[src/rtl/vga_axil_pkg.sv]
// Shared AXI-Lite types, CSR offsets, control-register layout and decode helpers
// for the VGA CSR block.
package vga_axil_pkg;

   typedef logic [31:0] axil_addr_t;
   typedef logic [31:0] axil_data_t;
   typedef logic [3:0]  axil_strb_t;

   typedef enum logic [1:0] {
      OKAY   = 2'b00,
      SLVERR = 2'b10
   } axil_resp_e;

   typedef axil_resp_e axil_resp_t;

   localparam axil_addr_t CSR_CTRL_OFFS    = 32'h0000_0000;
   localparam axil_addr_t CSR_BG_OFFS      = 32'h0000_0004;
   localparam axil_addr_t CSR_STATUS_OFFS  = 32'h0000_0008;
   localparam axil_addr_t CSR_SCRATCH_OFFS = 32'h0000_000C;

   typedef struct packed {
      logic irq_en;
      logic test_pattern;
      logic enable;
   } csr_ctrl_t;

   typedef enum logic [2:0] {
      SEL_CTRL,
      SEL_BG,
      SEL_STATUS,
      SEL_SCRATCH,
      SEL_NONE
   } csr_sel_e;

   // Word-address decode; the byte-lane bits never take part.
   function automatic csr_sel_e csr_decode(input logic [31:2] waddr);
      if (waddr == CSR_CTRL_OFFS[31:2])    return SEL_CTRL;
      if (waddr == CSR_BG_OFFS[31:2])      return SEL_BG;
      if (waddr == CSR_STATUS_OFFS[31:2])  return SEL_STATUS;
      if (waddr == CSR_SCRATCH_OFFS[31:2]) return SEL_SCRATCH;
      return SEL_NONE;
   endfunction

   function automatic axil_data_t strb_to_mask(input axil_strb_t strb);
      axil_data_t m;
      for (int i = 0; i < 4; i++) m[8*i +: 8] = {8{strb[i]}};
      return m;
   endfunction

endpackage

[src/rtl/vga_axil_if.sv]
// AXI-Lite bus between the register master and the VGA CSR block.
interface vga_axil_if;
   import vga_axil_pkg::*;

   axil_addr_t awaddr;
   logic       awvalid;
   logic       awready;
   axil_data_t wdata;
   axil_strb_t wstrb;
   logic       wvalid;
   logic       wready;
   axil_resp_t bresp;
   logic       bvalid;
   logic       bready;
   axil_addr_t araddr;
   logic       arvalid;
   logic       arready;
   axil_data_t rdata;
   axil_resp_t rresp;
   logic       rvalid;
   logic       rready;

   modport master (
      output awaddr, awvalid, wdata, wstrb, wvalid, bready, araddr, arvalid, rready,
      input  awready, wready, bresp, bvalid, arready, rdata, rresp, rvalid
   );

   modport slave (
      input  awaddr, awvalid, wdata, wstrb, wvalid, bready, araddr, arvalid, rready,
      output awready, wready, bresp, bvalid, arready, rdata, rresp, rvalid
   );

endinterface

[src/rtl/vga_axil_wr_hold.sv]
// Single-entry valid/payload holding register; an arriving beat is visible on out_* in the
// same cycle, so a consumer can take it without a bubble. Accepts only while empty.
module vga_axil_wr_hold #(
   parameter int W = 32
) (
   input  logic         clk,
   input  logic         rst,
   input  logic         in_vld,
   output logic         in_rdy,
   input  logic [W-1:0] in_dat,
   output logic         out_vld,
   output logic [W-1:0] out_dat,
   input  logic         take
);

   logic         held_vld;
   logic [W-1:0] held_dat;

   assign in_rdy  = !held_vld;
   assign out_vld = held_vld | in_vld;
   assign out_dat = held_vld ? held_dat : in_dat;

   always_ff @(posedge clk) begin
      if (rst) begin
         held_vld <= 1'b0;
         held_dat <= '0;
      end else if (take) begin
         held_vld <= 1'b0;
      end else if (in_vld && !held_vld) begin
         held_vld <= 1'b1;
         held_dat <= in_dat;
      end
   end

endmodule

[src/rtl/vga_axil_csr.sv]
// AXI-Lite CSR slave for the VGA core: write commits with the last of AW/W, B/R one cycle later,
// no new commit while B is pending. VGA_AXIL_CSR_STRB_EN enables per-byte write strobes.
module vga_axil_csr
   import vga_axil_pkg::*;
#(
   parameter logic [11:0] BG_RESET = 12'h000
) (
   input  logic              clk,
   input  logic              rst,
   vga_axil_if.slave         axil,
   input  logic              frame_done_i,
   input  logic [15:0]       frame_cnt_i,
   output logic              enable_o,
   output logic              test_pattern_o,
   output logic [11:0]       bg_color_o,
   output logic              irq_o
);

   localparam int AW_W = $bits(axil_addr_t);
   localparam int W_W  = $bits(axil_data_t) + $bits(axil_strb_t);

   logic           aw_vld;
   axil_addr_t     aw_addr;
   logic           w_vld;
   logic [W_W-1:0] w_bundle;
   axil_data_t     w_data;
   axil_strb_t     w_strb;
   axil_data_t     wr_mask;
   csr_sel_e       wr_sel;
   csr_sel_e       rd_sel;
   axil_data_t     rd_word;
   logic           commit;
   logic           fd_clr;

   csr_ctrl_t      ctrl;
   logic [11:0]    bg;
   logic           frame_done;
   axil_data_t     scratch;
   logic           irq_q;

   vga_axil_wr_hold #(.W(AW_W)) u_aw_hold (
      .clk     (clk),
      .rst     (rst),
      .in_vld  (axil.awvalid),
      .in_rdy  (axil.awready),
      .in_dat  (axil.awaddr),
      .out_vld (aw_vld),
      .out_dat (aw_addr),
      .take    (commit)
   );

   vga_axil_wr_hold #(.W(W_W)) u_w_hold (
      .clk     (clk),
      .rst     (rst),
      .in_vld  (axil.wvalid),
      .in_rdy  (axil.wready),
      .in_dat  ({axil.wdata, axil.wstrb}),
      .out_vld (w_vld),
      .out_dat (w_bundle),
      .take    (commit)
   );

   assign {w_data, w_strb} = w_bundle;

`ifdef VGA_AXIL_CSR_STRB_EN
   assign wr_mask = strb_to_mask(w_strb);
`else
   logic unused_strb;
   assign unused_strb = ^w_strb;
   assign wr_mask     = '1;
`endif

   logic unused_addr_lsb;
   assign unused_addr_lsb = ^{aw_addr[1:0], axil.araddr[1:0]};

   // A pending B response stalls commits; the holds keep filling meanwhile.
   assign commit = aw_vld && w_vld && !axil.bvalid;
   assign wr_sel = csr_decode(aw_addr[31:2]);
   assign fd_clr = commit && (wr_sel == SEL_STATUS) && w_data[0] && wr_mask[0];

   always_ff @(posedge clk) begin
      if (rst) begin
         ctrl       <= '0;
         bg         <= BG_RESET;
         scratch    <= '0;
         frame_done <= 1'b0;
         irq_q      <= 1'b0;
      end else begin
         if (commit) begin
            case (wr_sel)
               SEL_CTRL:    ctrl    <= csr_ctrl_t'((ctrl & ~wr_mask[2:0]) | (w_data[2:0] & wr_mask[2:0]));
               SEL_BG:      bg      <= (bg & ~wr_mask[11:0]) | (w_data[11:0] & wr_mask[11:0]);
               SEL_SCRATCH: scratch <= (scratch & ~wr_mask) | (w_data & wr_mask);
               default: ;
            endcase
         end
         frame_done <= frame_done_i | (frame_done & !fd_clr);
         irq_q      <= frame_done & ctrl.irq_en;
      end
   end

   always_ff @(posedge clk) begin
      if (rst) begin
         axil.bvalid <= 1'b0;
         axil.bresp  <= OKAY;
      end else if (commit) begin
         axil.bvalid <= 1'b1;
         axil.bresp  <= (wr_sel == SEL_NONE) ? SLVERR : OKAY;
      end else if (axil.bready) begin
         axil.bvalid <= 1'b0;
      end
   end

   assign rd_sel = csr_decode(axil.araddr[31:2]);

   always_comb begin
      rd_word = '0;
      case (rd_sel)
         SEL_CTRL:    rd_word = {29'd0, ctrl};
         SEL_BG:      rd_word = {20'd0, bg};
         SEL_STATUS:  rd_word = {frame_cnt_i, 15'd0, frame_done};
         SEL_SCRATCH: rd_word = scratch;
         default:     rd_word = '0;
      endcase
   end

   assign axil.arready = !axil.rvalid;

   // Read data is sampled from the current registers, so a same-cycle write is not visible.
   always_ff @(posedge clk) begin
      if (rst) begin
         axil.rvalid <= 1'b0;
         axil.rdata  <= '0;
         axil.rresp  <= OKAY;
      end else if (axil.arvalid && !axil.rvalid) begin
         axil.rvalid <= 1'b1;
         axil.rdata  <= rd_word;
         axil.rresp  <= (rd_sel == SEL_NONE) ? SLVERR : OKAY;
      end else if (axil.rready) begin
         axil.rvalid <= 1'b0;
      end
   end

   assign enable_o       = ctrl.enable;
   assign test_pattern_o = ctrl.test_pattern;
   assign bg_color_o     = bg;
   assign irq_o          = irq_q;

endmodule

[src/flat_wrapper.sv]
// flat-port wrapper written by rule: the top's interface ports become plain ports
module vga_axil_csr_flat import vga_axil_pkg::*;
#(
   parameter logic [11:0] BG_RESET = 12'h000
)
  (clk, rst, frame_done_i, frame_cnt_i, enable_o, test_pattern_o, bg_color_o, irq_o, axil_awaddr, axil_awvalid, axil_wdata, axil_wstrb, axil_wvalid, axil_bready, axil_araddr, axil_arvalid, axil_rready, axil_awready, axil_wready, axil_bresp, axil_bvalid, axil_arready, axil_rdata, axil_rresp, axil_rvalid);
  vga_axil_if axil_i ();
  input  logic clk;
  input  logic rst;
  input  logic frame_done_i;
  input  logic [15:0] frame_cnt_i;
  output logic enable_o;
  output logic test_pattern_o;
  output logic [11:0] bg_color_o;
  output logic irq_o;
  input wire logic [$bits(axil_i.awaddr)-1:0] axil_awaddr;
  input wire logic [$bits(axil_i.awvalid)-1:0] axil_awvalid;
  input wire logic [$bits(axil_i.wdata)-1:0] axil_wdata;
  input wire logic [$bits(axil_i.wstrb)-1:0] axil_wstrb;
  input wire logic [$bits(axil_i.wvalid)-1:0] axil_wvalid;
  input wire logic [$bits(axil_i.bready)-1:0] axil_bready;
  input wire logic [$bits(axil_i.araddr)-1:0] axil_araddr;
  input wire logic [$bits(axil_i.arvalid)-1:0] axil_arvalid;
  input wire logic [$bits(axil_i.rready)-1:0] axil_rready;
  output wire logic [$bits(axil_i.awready)-1:0] axil_awready;
  output wire logic [$bits(axil_i.wready)-1:0] axil_wready;
  output wire logic [$bits(axil_i.bresp)-1:0] axil_bresp;
  output wire logic [$bits(axil_i.bvalid)-1:0] axil_bvalid;
  output wire logic [$bits(axil_i.arready)-1:0] axil_arready;
  output wire logic [$bits(axil_i.rdata)-1:0] axil_rdata;
  output wire logic [$bits(axil_i.rresp)-1:0] axil_rresp;
  output wire logic [$bits(axil_i.rvalid)-1:0] axil_rvalid;
  assign axil_i.awaddr = axil_awaddr;
  assign axil_i.awvalid = axil_awvalid;
  assign axil_i.wdata = axil_wdata;
  assign axil_i.wstrb = axil_wstrb;
  assign axil_i.wvalid = axil_wvalid;
  assign axil_i.bready = axil_bready;
  assign axil_i.araddr = axil_araddr;
  assign axil_i.arvalid = axil_arvalid;
  assign axil_i.rready = axil_rready;
  assign axil_awready = axil_i.awready;
  assign axil_wready = axil_i.wready;
  assign axil_bresp = axil_i.bresp;
  assign axil_bvalid = axil_i.bvalid;
  assign axil_arready = axil_i.arready;
  assign axil_rdata = axil_i.rdata;
  assign axil_rresp = axil_i.rresp;
  assign axil_rvalid = axil_i.rvalid;
  vga_axil_csr #(.BG_RESET(BG_RESET)) u_core (.clk(clk), .rst(rst), .axil(axil_i), .frame_done_i(frame_done_i), .frame_cnt_i(frame_cnt_i), .enable_o(enable_o), .test_pattern_o(test_pattern_o), .bg_color_o(bg_color_o), .irq_o(irq_o));
endmodule
[config.mk]
export PLATFORM = sky130hd
export DESIGN_NAME = vga_axil_csr_flat
export DESIGN_NICKNAME = d
export VERILOG_FILES = /design/src/rtl/vga_axil_pkg.sv /design/src/rtl/vga_axil_if.sv /design/src/rtl/vga_axil_wr_hold.sv /design/src/rtl/vga_axil_csr.sv /design/src/flat_wrapper.sv
export SDC_FILE = /design/constraint.sdc
export NUM_CORES = 1
export LEC_CHECK = 0
export ABC_AREA = 1
export CAP_MARGIN = 30
export CORE_UTILIZATION = 50
export CTS_CLUSTER_DIAMETER = 50
export CTS_CLUSTER_SIZE = 28
export DETAILED_ROUTE_END_ITERATION = 7
export DONT_BUFFER_PORTS = 1
export GPL_ROUTABILITY_DRIVEN = 1
export PLACE_DENSITY = 0.72
export SLEW_MARGIN = 20
export SYNTH_ARGS = -nofsm -noshare
export SYNTH_HDL_FRONTEND = slang
export SYNTH_SLANG_ARGS = --single-unit
export TNS_END_PERCENT = 30
[constraint.sdc]
create_clock -name clk -period 4.6 [get_ports clk]
set_input_delay 0.92 -clock clk [delete_from_list [all_inputs] [get_ports clk]]
set_output_delay 0.92 -clock clk [all_outputs]
set_load 0.05 [all_outputs]
# After elaboration in Yosys (flattened, before gate mapping)
# Index checks and enable logic that the tools add are counted.
# classes
n_mux	45
n_bitwise	6
eq_ne	14
reduce_logical	24
# ops
cell	count
$pmux 32 s4	1
$eq 30x2->1 const B	4
$eq 30x1->1 const B	2
$logic_not 30->1	2
$mux 3	16
$mux 36	1
$mux 32	1
$mux 1	24
$eq 3x2->1 const B	4
$reduce_and 2->1	5
$logic_and 1x1->1	7
$eq 3x1->1 const B	2
$eq 3x3->1 const B	2
$logic_not 3->1	2
$logic_not 1->1	5
$mux 2	2
$reduce_bool 2->1	2
$or 1x1->1	3
$and 1x1->1	2
$reduce_or 2->1	1
$not 1->1	1
# word_totals
ff_bits	157
wordCells	105
output_inout_bits	56
input_bits	124

# Depth between registers and ports, before layout
# Gate-level depths: netlist of run 1.
# depth
depth_word	19
mapped_depth	13
ltp_nobuf	12

# Hierarchy
# A second synthesis of run 1 with hierarchy kept.
# hier_totals
hier_cells	1300
hier_area_um2	8146.6
# modules_own_cells
mod	area_per_inst_um2	instances	seq_area_each_um2	cells_per_inst
vga_axil_csr	3961.3	1	1701.6	565
vga_axil_wr_hold at u_core.u_w_hold	2205.9	1	740.7	388
vga_axil_wr_hold at u_core.u_aw_hold	1979.4	1	660.6	347

# Worst setup path before layout of run 1
# No wires, ideal clock.
# synth_timing
kind	reg2out
startpoint	reg u_core.u_w_hold.held_vld
endpoint	out axil_wready
t_arrival_ns	1.303
setup_slack_ns	2.377
path_stages_with_launch	5
n_path_buf	3
required_time_ns	3.680
path_cell_list	dfxtp_1 > buf_2 > inv_2 > buf_2 > buf_1
# synth_via
elab_chain_cells	1
# synth_lines
item	line	rtl
from (decl)	vga_axil_wr_hold.sv:16	logic held_vld;
from (signal assigned)	vga_axil_wr_hold.sv:25	held_vld <= 1'b0;
from (signal assigned)	vga_axil_wr_hold.sv:28	held_vld <= 1'b0;
from (signal assigned)	vga_axil_wr_hold.sv:30	held_vld <= 1'b1;
$logic_not 1->1	vga_axil_wr_hold.sv:19	assign in_rdy = !held_vld;
to (decl)	flat_wrapper.sv:26	output wire logic [$bits(axil_i.wready)-1:0] axil_wready;
# Every way passes these cells.

# Worst setup path after layout of run 1
# layout_timing
startpoint	reg u_core.u_aw_hold.held_vld
endpoint	reg u_core.scratch[25]
# layout_via
elab_chain_cells	12
elab_cells_between_ends	27
cone_classes	4 x eq/ne; 18 x mux; 1 x bitwise; 4 x reduce/logical
# layout_lines
item	line	rtl
from (decl)	vga_axil_wr_hold.sv:16	
from (signal assigned)	vga_axil_wr_hold.sv:25	
from (signal assigned)	vga_axil_wr_hold.sv:28	
from (signal assigned)	vga_axil_wr_hold.sv:30	
$mux 32	vga_axil_wr_hold.sv:21	assign out_dat = held_vld ? held_dat : in_dat;
$eq 30x2->1	vga_axil_pkg.sv:40	if (waddr == CSR_SCRATCH_OFFS[31:2]) return SEL_SCRATCH;
$mux 1 (2 in a row)	vga_axil_pkg.sv:40	
$mux 1	vga_axil_pkg.sv:39	if (waddr == CSR_STATUS_OFFS[31:2]) return SEL_STATUS;
$mux 1	vga_axil_pkg.sv:38	if (waddr == CSR_BG_OFFS[31:2]) return SEL_BG;
$mux 3	vga_axil_pkg.sv:41	return SEL_NONE;
$mux 3	vga_axil_pkg.sv:40	
$mux 3	vga_axil_pkg.sv:39	
$mux 3	vga_axil_pkg.sv:38	
$eq 3x2->1	vga_axil_csr.sv:90	case (wr_sel)
$reduce_and 2->1 (no source line) *	--	
to (signal assigned)	vga_axil_csr.sv:93	SEL_SCRATCH: scratch <= (scratch & ~wr_mask) | (w_data & wr_mask);
to (decl)	vga_axil_csr.sv:38	axil_data_t scratch;
# Mark *: on every way between the ends. The rest lies on a longest branch, timed or not. The select of a mux whose other input is x is not followed.
# A chain may end at the register's enable or synchronous reset.

==> impl_summary.md, run 1 <==
Status
The flow ran to the end, and the final reports show no timing, DRC or antenna violations.

Floorplanning
The area of the core is 0.0132 sq mm. The top-level I/O count is 180. The starting utilization of the core area is 51.0%. The die is 118 microns wide. The floorplan step defined a die boundary enclosing between 0.01 and 0.015 sq mm. The die height is around 120 microns.

After floorplanning, the core was divided into 42 placement rows.

STA
The final sum of negative setup slack is 0 ns. Counting I/O delays and the setup requirement, the final critical path takes 3.29 ns. The worst path uses 71.5% of the clock period. The number of failing hold endpoints at the final stage is 0. The slew of the pin with the lowest slew margin is 0.885 ns. Setup violations remaining at the end of the flow were counted as 0.

The highest clock frequency the design can meet is 304 MHz. The worst-case clock skew is 0.00638 ns. The normalized max-slew margin is 41.0%. Setup repair after global routing left no endpoint under its margin. The total count of max-transition violations in the final report is 0.

CTS
The total CTS buffers is 17. The clock reaches the later pin of the worst-skew pair after 0.42 ns. The number of setup buffers added after CTS is 0.

In this run, post-CTS hold repair placed 0 buffers. The master cell of the clock root buffer is clkbuf_16. No sink is reached through more buffers than the 2 on the longest clock path. The clock sink count is between 100 and 150. The number of H-tree levels is 4. After clock tree synthesis, the repair step resized 0 gates. Clock-pin slew was measured on the worst setup and hold paths at 0.06 ns. The CTS tree is yes.

Hold path
The worst hold path belongs to the class reg2reg.

Synth
The part of the Yosys area used for sequential elements is 44.4%. Counting flops and latches in the post-synthesis netlist gives around 150. Summing every instance area after synthesis gives 0.00673 sq mm. Synthesis handed over a netlist of about 1000 instances. Yosys mapped the design onto 28 distinct sky130hd cell types. During synthesis, Yosys emitted a total of 0 warnings. The post-synthesis average cell area is about 6.6 sq um.

Cells and area
The multi-input combinational cells in the finished layout cover a total of about 0.0031 sq mm. The area occupied by registers is roughly 0.0030 sq mm. The total of fill cells in the finished design is approximately 1300.

Of the cells placed in the final design, the portion with a size suffix greater than 1 is a little over 6%. The number of inserted diodes is 0. The growth of design area from synthesis to finish is 10.2%. The final layout contains about 1100 nets.

Setup path
STA puts the critical path data arrival time at 3.64 ns. The data required time of the worst path is 4.95 ns. By startpoint and endpoint, the worst setup path is classified as reg2reg. The critical path launch point type is a flop. The maximum net fanout on the critical path is 33.

The type of destination of the critical path is a flop.

Global route
The overflow left after global routing is 0. The number of global-route vias before repair is 5388. The first global-routing pass estimated 26100 microns of wire. The initial antenna violation count is 0. Across every metal layer, demand over resource in global routing totals 23.2%. Entering global routing, the biggest net connects 83 pins.

Routing
The total via count in the routed design is 5956. The routed wire length per instance is 13.6 microns. For this run, design rule violations remaining after detail routing come to 0.

The first routing iteration left 550 violations. The routed design has 15900 microns of wire. The number of vias per cell is 5.09. The remaining number of nets flagged by the antenna check after routing is 0. The first detailed-routing pass took 5 iterations.

Placement
Buffers placed on the I/O ports in this run total 0. The congestion estimate from routability-driven global placement came to 0.807. The placed wire-length estimate after detailed placement is 10700 microns.

Power
VDD sags by at most 0.258 mV. Total power for the finished layout comes to 3.16 mW. The static leakage power is 3.15 nW. In this run the power density over the cells is 427 mW/mm^2.

Run
The count of maximum capacitance violations is 0.
==> area by class of cell <==
class	count	share of cell area (%)
clock buffer	21	6.48
clock inverter	11	2.31
inverter	77	3.92
multi-input combinational	727	42.4
sequential	149	40.2
tap	176	2.97
timing repair buffer	10	1.65
==> path summary, 6_finish.rpt <==
path                                                                 start  slack (ns)                                          to  cells past startpoint
worst max register to register      u_core.u_aw_hold.held_vld$_SDFFE_PP0P_        1.31             u_core.scratch[25]$_SDFFE_PP0P_                     10
worst min register to register  u_core.u_aw_hold.held_dat[13]$_SDFFE_PP0P_        0.45  u_core.u_aw_hold.held_dat[13]$_SDFFE_PP0P_                      2
worst max-delay path                u_core.u_aw_hold.held_vld$_SDFFE_PP0P_        1.31             u_core.scratch[25]$_SDFFE_PP0P_                     10
worst min-delay path            u_core.u_aw_hold.held_dat[13]$_SDFFE_PP0P_        0.45  u_core.u_aw_hold.held_dat[13]$_SDFFE_PP0P_                      2
==> synth_stat cells, drive strengths merged <==
| library cell | n | share of area (%) |
|---|---|---|
| or2 | 3 | 0.28 |
| clkinv | 2 | 0.13 |
| nand3 | 50 | 4.0 |
| nand2 | 341 | 19 |
| conb | 1 | 0.056 |
| nor2 | 135 | 7.9 |
| o22ai | 1 | 0.093 |
| nand3b | 1 | 0.11 |
| inv | 75 | 4.2 |
| dfxtp | 149 | 44 |
| buf | 30 | 2.8 |
| clkbuf | 33 | 1.8 |
| o21a | 1 | 0.11 |
| nor3 | 3 | 0.56 |
| nand4 | 19 | 1.8 |
| a21oi | 100 | 7.4 |
| o21ai | 71 | 5.3 |
==> registers in the layout, summed over array words and instances (netlist names) <==
name and cells:
u_core.u_aw_hold.held_dat 30, u_core.u_aw_hold.held_vld 1, u_core.irq_o 1, u_core.scratch 32, u_core.axil.bresp 1, u_core.axil.rvalid 1, u_core.u_w_hold.held_vld 1, u_core.u_w_hold.held_dat 32
u_core.test_pattern_o 1, u_core.bg_color_o 12, u_core.axil.bvalid 1, u_core.enable_o 1, u_core.axil.rdata 32, u_core.frame_done 1, u_core.axil.rresp 1, u_core.ctrl 1
==> power by group <==
part / switching, mW / internal (mW)
combinational: 0.185 / 0.0823
clock: 0.535 / 0.967
sequential: 0.0412 / 1.35
==> per-stage QoR <==
| step | worst slack [ns] | instances | area [sq um] | hold slack, ns | utilization, % |
|---|---|---|---|---|---|
| 6_report | 1.31 | 1171 | 7410 | 0.450 | 56.2 |
| 3_3_place_gp | 1.32 | 1136 | 6690 | 0.439 | 50.7 |
| 2_1_floorplan | 2.38 | 1016 | 6730 | 0.423 | - |
| 3_5_place_dp | 1.28 | 1136 | 6690 | 0.444 | 50.7 |
| 4_1_cts | 1.28 | 1168 | 7340 | 0.453 | 55.7 |
| 5_1_grt | 0.927 | 1171 | 7410 | 0.468 | 56.2 |
==> routing by layer <==
| layer | share of wire [%] | up-vias | track usage, % |
|---|---|---|---|
| met2 | 45 | 168 | 35.3 |
| li1 | - | 3133 | - |
| met3 | 8.9 | 15 | 10.2 |
| met5 | 0 | - | 0 |
| met1 | 46 | 2640 | 30.2 |
| met4 | 0.87 | 0 | 5.37 |
==> cell families after synthesis <==
logic type / count (synthesis) / share of synthesized area [%]
buffers and inverters: 140 / 8.93
AOI/OAI and AO/OA: 173 / 12.9
and+or+nand+nor: 552 / 33.7
DFF: 149 / 44.4
other: 1 / 0.0558
==> critical path, cell delays in order, from the launching register on <==
cell and delay, ns:
dfxtp_1 0.73, inv_2 0.34, nor2_1 0.17, nand2_1 0.07
nor2_1 0.12, nor2_2 0.08, nor2_8 0.28, nand3_2 0.58
clkinv_2 0.57, nand2_1 0.12, a21oi_1 0.15
==> placed cells by master (no fill, tap or decap), types with 7 or more instances in the layout <==
cell type  instances
nor2_1           130
nand3_1           46
inv_1             71
nand4_1           19
o21ai_0           70
a21oi_1          100
dfxtp_1          149
clkbuf_16         17
nand2_1          340
buf_4              7
Power figures use the tool's default switching activity.
==> inputs of run 2 (changes only) <==
Settings changed: PLACE_DENSITY 0.72 to 0.75.
Clock period 4.6 ns to 3 ns, I/O delays scaled along.
==> run 2 against run 1 <==
First-iteration DRC count shrank 13%. Design area decreased by 0.71%. Combinational power increased by 53%. Worst hold slack worse by 0.21 ns. Wire length decreased by 1.2%. Setup slack lost 0.54 ns. Clock skew grew 0.0013 ns.
==> impl_summary.md, run 2 (synthesis results as in run 1) <==
Setup path
The source of the worst register-to-register timing path is u_core.axil.rvalid$_SDFFE_PP0P_. The type of destination of the critical path is a flop. The worst register-to-register path ends at u_core.axil.rresp[1]$_SDFFE_PP0P_. The maximum net fanout on the critical path is 35 (+6.1%). The slack of the worst reg-to-reg path is 0.78 ns (-0.54 ns).

The critical path starts at u_core.axil.rvalid$_SDFFE_PP0P_. The data arrival time of the critical path is 2.52 ns (-1.12 ns). The most critical setup path has its endpoint at u_core.axil.rresp[1]$_SDFFE_PP0P_. The data required time of the worst path is 3.30 ns (-1.65 ns).

The critical path launch point type is a flop. The depth of the most critical reg-to-reg path came to 7 (-3). The critical path in this run is classified as reg2reg.

Cells and area
The final net count is 1111 (+0.45%). The number of inserted diodes is 0 (unchanged). The final core utilization is 55.8% (-0.40 points). The fraction of final layout cells sized beyond drive strength 1 is 6.70% (+0.47 points). The area of all placed cells without fillers is 0.00736 sq mm (-0.71%). The most common cell after layout, fill and taps aside is nand2_1. In the layout the commonest cells are nand2_1 (340), dfxtp_1 (149), nor2_1 (130), a21oi_1 (100), inv_1 (71). The area occupied by registers is 0.00298 sq mm (unchanged). The total of fill cells in the finished design is 1326 (+0.61%). The growth of design area from synthesis to finish is 9.45%. The footprint of the multi-input gates was 0.00315 sq mm (unchanged). In the final layout, the registers with the most flip-flops are u_core.axil.rdata x32, u_core.scratch x32, u_core.u_w_hold.held_dat x32.

Floorplanning
The top-level I/O count was 180 (unchanged). The die outline area is 0.0139 sq mm (unchanged). The starting utilization of the core area is 51.0% (unchanged). The die extent in x is 118 microns (unchanged). The die height is 118 microns (unchanged). The standard-cell row count is 42 (unchanged). The area of the core came to 0.0132 sq mm (unchanged).

CTS
The number of buffers inserted by hold repair at cts was 0 (unchanged). The number of setup buffers added after CTS came to 0 (unchanged). The cell sitting at the root of the clock tree is a clkbuf_16. The maximum clock insertion buffer count came to 2 (unchanged). The clock-pin slew on the worst setup and hold paths was 0.06 ns (about the same).

The clock latency at the later pin of the worst-skew pair is 0.42 ns (about the same). The number of gates resized after CTS is 0 (unchanged). The number of H-tree levels was 4 (unchanged). The total CTS buffers is 17 (unchanged).

The CTS tree is yes. The clock sink count is 149 (unchanged).

Power
The areal power density over the cells is 636 mW/mm^2 (+49%). The switching power as a share of total power is 25.8% (+1.7 points). The power share of the combinational group is 8.8% (+0.3 points).

The part of the total power dissipated in sequential elements is 45.4% (+1.3 points). The clock group share of total power is 45.8% (-1.7 points). The total power of the final layout is 4.68 mW (+48%). The switching power was 1.21 mW (+59%). The static leakage power came to 3.13 nW (-0.62%). The maximum vdd ir drop came to 0.387 mV (+50%). The internal power contribution is 3.47 mW (+45%).

Status
The flow ran to the end, and the final reports show no timing, DRC or antenna violations.

STA
The total count of max-transition violations in the final report is 0 (unchanged). The part of the cycle the worst path needs is 74.2% (+2.7 points). The final sum of negative setup slack was 0 ns (unchanged).

The highest clock frequency the design can meet is 449 MHz (+48%). The number of failing hold endpoints at the final stage is 0 (unchanged). The worst-case clock skew was 0.00766 ns (+0.00128 ns).

The slew of the pin with the lowest slew margin was 0.757 ns (-0.128 ns). The tightest hold margin is 0.245 ns (-0.205 ns). The clock period minus final worst setup slack is 2.22 ns (-1.06 ns). Setup repair after global routing left no endpoint under its margin. The normalized max-slew margin was 49.5% (+8.5 points). The number of endpoints failing setup at the final stage is 0 (unchanged).

Routing
The number of vias per cell is 5.05 (-0.68%). The number of design-rule violations left by the first detailed-router iteration is 481 (-13%). The routed wire length per instance is 13.4 microns (-1.6%). The aggregate routed wire length is 15700 microns (-1.2%).

The remaining number of nets flagged by the antenna check after routing is 0 (unchanged). The total via count in the routed design came to 5941 (-0.25%). The detailed-router iteration count before antenna repair came to 5 (unchanged). The post-detailed-route DRC marker count was 0 (unchanged).

Global route
The initial antenna violation count is 0 (unchanged). The largest net degree at the start of global routing was 83 (unchanged). The wire length of the first global-routing pass is 25700 microns (-1.8%). The number of global-route vias before repair is 5266 (-2.3%). The aggregate global-route resource usage is 22.8% (-0.41 points). The overflow left after global routing was 0 (unchanged).

Hold path
The class of the worst hold path is in2reg.

Run
The count of maximum capacitance violations is 0 (unchanged).

Placement
The weighted congestion at the end of routability-driven global placement is 0.808 (+0.11%). The cell area after placement is 0.00674 sq mm (+0.79%). The placed wire-length estimate after detailed placement was 10600 microns (-0.36%).

The number of port buffers is 0 (unchanged).
-- run 2: area by class of cell --
type                            instances  share of cell area, %
Tap cell                              176                   2.99
Timing Repair Buffer                   15                   1.63
Clock buffer                           19                   6.15
Clock inverter                         13                   2.02
Sequential cell                       149                   40.5
Multi-Input combinational cell        727                   42.7
Inverter                               77                   3.94
-- run 2: power groups by stage --
stage	sequential, mW	clock, mW	combinational [mW]
global placement	2.16	0	0.400
finish	2.13	2.15	0.411
floorplan	2.16	0	0.349
CTS	2.12	2.17	0.408
global route	2.13	2.26	0.471
detailed placement	2.17	0	0.406
-- run 2: critical path, stage by stage (launching register included) --
cell and delay [ns]:
dfxtp_1 0.64, inv_1 0.38, nand2_1 0.14, buf_4 0.32
clkinv_1 0.11, buf_4 0.26, o21ai_0 0.19, a21oi_1 0.06
-- run 2: per-stage QoR --
stage          cells  setup slack (ns)
6_report        1176             0.775
2_1_floorplan   1016              1.09
4_1_cts         1175             0.764
5_1_grt         1176             0.577
3_5_place_dp    1143             0.679
3_3_place_gp    1143             0.723
-- run 2: how the worst min path moves through the flow --
stage	from	to	slack, ns	depth (start not counted)
6_report	rst	u_core.scratch[18]$_SDFFE_PP0P_	0.24	1
5_1_grt	rst	u_core.scratch[19]$_SDFFE_PP0P_	0.23	1
4_1_cts	rst	u_core.axil.rdata[21]$_SDFFE_PP0P_	0.23	1
3_5_place_dp	u_core.u_aw_hold.held_dat[9]$_SDFFE_PP0P_	u_core.u_aw_hold.held_dat[9]$_SDFFE_PP0P_	0.45	2
3_3_place_gp	u_core.u_aw_hold.held_dat[28]$_SDFFE_PP0P_	u_core.u_aw_hold.held_dat[28]$_SDFFE_PP0P_	0.44	2
2_1_floorplan	u_core.ctrl[2]$_SDFFE_PP0P_	u_core.irq_o$_SDFF_PP0_	0.42	2
-- run 2: per-layer routing --
metal / track usage (%) / wire [microns] / share of wire [%]
met3: 8.87 / 1440 / 9.1
met4: 8.33 / 294 / 1.9
met2: 33.6 / 6950 / 44
met1: 30.2 / 7040 / 45
met5: 0 / 0 / 0
==> inputs of run 3 (changes only) <==
Settings changed: PLACE_DENSITY 0.75 to 0.72.
Clock period 3 ns to 2.2 ns, I/O delays scaled along.
==> run 3 against run 2 <==
Fmax is 14% higher. Wire length is 1.4% higher. Largest power group unchanged. Clock power is 38% higher. Largest cell class unchanged. Die area stayed put. First-iteration DRC count is 9.1% higher. Highest routed layer unchanged.
==> impl_summary.md, run 3 (synthesis results as in run 1) <==
Placement
The placed wire-length estimate after detailed placement is 10800 microns (+1.2%). The cell area after placement is 0.00682 sq mm (+1.1%). The count of placed standard cells including taps came to 1151 (+0.70%). The weighted congestion at the end of routability-driven global placement was 0.808 (unchanged).

The number of port buffers is 0 (unchanged).

Cells and area
From synthesis to final layout, the design area changed by 10.5%. The most common cell after layout, fill and taps aside is nand2_1. In the layout the commonest cells are nand2_1 (340), dfxtp_1 (149), nor2_1 (130), a21oi_1 (100), inv_1 (71). The area of all placed cells without fillers is 0.00743 sq mm (+0.92%). The fraction of final layout cells sized beyond drive strength 1 is 7.35% (+0.65 points). The number of inserted diodes is 0 (unchanged).

The final net count is 1118 (+0.63%). The final non-filler cell total is 1183 (+0.60%). The total of fill cells in the finished design is 1299 (-2.0%).

The largest registers in the layout are u_core.axil.rdata x32, u_core.scratch x32, u_core.u_w_hold.held_dat x32.

Global route
The overflow left after global routing is 0 (unchanged). The number of global-route vias before repair is 5288 (+0.42%). The aggregate global-route resource usage is 23.6% (+0.80 points).

The largest net degree at the start of global routing is 83 (unchanged). The initial antenna violation count is 0 (unchanged). The wire length of the first global-routing pass was 26400 microns (+2.8%).

STA
The clock period minus final worst setup slack is 1.94 ns (-0.281 ns). The worst-case clock skew is 0.00814 ns (+0.000482 ns). The number of failing hold endpoints at the final stage was 0 (unchanged). Setup repair after global routing left no endpoint under its margin.

The slew of the pin with the lowest slew margin came to 0.612 ns (-0.145 ns). The highest clock frequency the design can meet is 514 MHz (+14%). The part of the cycle the worst path needs came to 88.4% (+14 points). The normalized max-slew margin came to 59.2% (+9.7 points).

The final sum of negative setup slack is 0 ns (unchanged). The total count of max-transition violations in the final report is 0 (unchanged). The number of endpoints failing setup at the final stage was 0 (unchanged).

Power
The maximum vdd ir drop came to 0.549 mV (+42%). The switching power as a share of total power is 25.0% (-0.75 points). The clock group share of total power is 46.1% (+0.3 points). The power share of the combinational group is 8.9% (about the same).

The areal power density over the cells is 867 mW/mm^2 (+36%). The part of the total power dissipated in sequential elements was 45.0% (-0.4 points). The static leakage power came to 3.18 nW (+1.5%).

The switching power is 1.61 mW (+34%). The internal power contribution is 4.83 mW (+39%).

CTS
The master cell of the clock root buffer is clkbuf_16. The CTS tree is yes. The total CTS buffers came to 17 (unchanged).

The clock latency at the later pin of the worst-skew pair is 0.42 ns (about the same). The clock-pin slew on the worst setup and hold paths is 0.06 ns (about the same). The clock sink count is 149 (unchanged).

The number of H-tree levels is 4 (unchanged). The maximum clock insertion buffer count was 2 (unchanged).

Setup path
The type of destination of the critical path is a flop. The delay of the slowest cell on the worst path came to 0.47 ns (-0.17 ns). The category of the critical setup timing path is reg2reg. The buffering stage count on the worst path with inverters included was 2 (-2).

The cell type group with the largest total delay on the critical path is simple AND/OR/NAND/NOR gates. The data required time of the worst path is 2.55 ns (-0.75 ns). The critical path launch point type is a flop. The critical path goes through buf_4 > nor2_1 > nand2_1 > nor2_1 > nor2_2 > nor2_8 > nand3_2 > buf_4 > nand2_1 > a21oi_1. The cell at the slowest stage of the critical path is dfxtp_1.

The data arrival time of the critical path was 2.30 ns (-0.22 ns). The maximum net fanout on the critical path is 32 (-8.6%).

Floorplanning
The die extent in x is 118 microns (unchanged). The standard-cell row count was 42 (unchanged). The die outline area is 0.0139 sq mm (unchanged). The top-level I/O count is 180 (unchanged). The die height is 118 microns (unchanged). The starting utilization of the core area is 51.0% (unchanged). The area of the core is 0.0132 sq mm (unchanged).

Routing
The total via count in the routed design is 5987 (+0.77%). The post-detailed-route DRC marker count was 0 (unchanged). The number of vias per cell is 5.06 (+0.18%). The routed wire length per instance is 13.5 microns (+0.79%). The number of design-rule violations left by the first detailed-router iteration is 525 (+9.1%). The aggregate routed wire length is 15900 microns (+1.4%).

The remaining number of nets flagged by the antenna check after routing is 0 (unchanged). The detailed-router iteration count before antenna repair is 5 (unchanged).

Run
The count of maximum capacitance violations is 0 (unchanged).

Hold path
The class of the worst hold path is in2reg.

Status
The flow ran to the end, and the final reports show no timing, DRC or antenna violations.
run 3: power groups by stage:
stage | Combinational, mW | Sequential, mW | Clock [mW]
2_1_floorplan | 0.476 | 2.95 | 0
3_3_place_gp | 0.567 | 2.95 | 0
3_5_place_dp | 0.573 | 2.96 | 0
4_1_cts | 0.575 | 2.90 | 3.01
5_1_grt | 0.658 | 2.91 | 3.13
6_report | 0.575 | 2.90 | 2.97
run 3: area by class of cell:
cell class	count	area, sq um	share of cell area, %
multi-input cells	727	3150	42.3
flip-flops and latches	149	2980	40.2
clock buffers	22	494	6.65
inverters	77	292	3.92
well taps	176	220	2.96
repair buffers	22	178	2.39
clock inverters	10	116	1.57
run 3: what timing repair did:
| action | CTS | global route |
|---|---|---|
| hold buffers | 0 | 0 |
| gates resized for setup | 0 | 1 |
| hold endpoints to repair | 0 | 0 |
| endpoints found under the setup margin | 0 | 3 |
| setup buffers | 0 | 0 |
run 3: worst paths after layout:
| path | endpoint | startpoint | cells past startpoint | slack [ns] |
|---|---|---|---|---|
| max | u_core.scratch[25]$_SDFFE_PP0P_ | u_core.u_aw_hold.held_vld$_SDFFE_PP0P_ | 10 | 0.26 |
| min | u_core.scratch[19]$_SDFFE_PP0P_ | rst | 1 | 0.08 |
| max reg2reg | u_core.scratch[25]$_SDFFE_PP0P_ | u_core.u_aw_hold.held_vld$_SDFFE_PP0P_ | 10 | 0.26 |
| min reg2reg | u_core.u_aw_hold.held_dat[17]$_SDFFE_PP0P_ | u_core.u_aw_hold.held_dat[17]$_SDFFE_PP0P_ | 2 | 0.45 |
run 3: per-layer routing:
layer	global-route usage, %	vias to the layer above	routed length [microns]
met5	0	-	0
met4	8.65	0	228
met3	8.62	20	1470
met2	34.9	196	6970
met1	31.4	2610	7270
li1	-	3161	-
run 3: metrics by stage:
stage / worst slack, ns / hold slack (ns) / power [mW] / util (%)
floorplan: 0.293 / 0.423 / 3.43 / -
global placement: 0.233 / 0.442 / 3.52 / 51.7
detailed placement: 0.197 / 0.444 / 3.53 / 51.7
CTS: 0.148 / 0.0683 / 6.48 / 56.3
global route: 0.0422 / 0.0708 / 6.70 / 56.3
finish: 0.256 / 0.0792 / 6.44 / 56.3
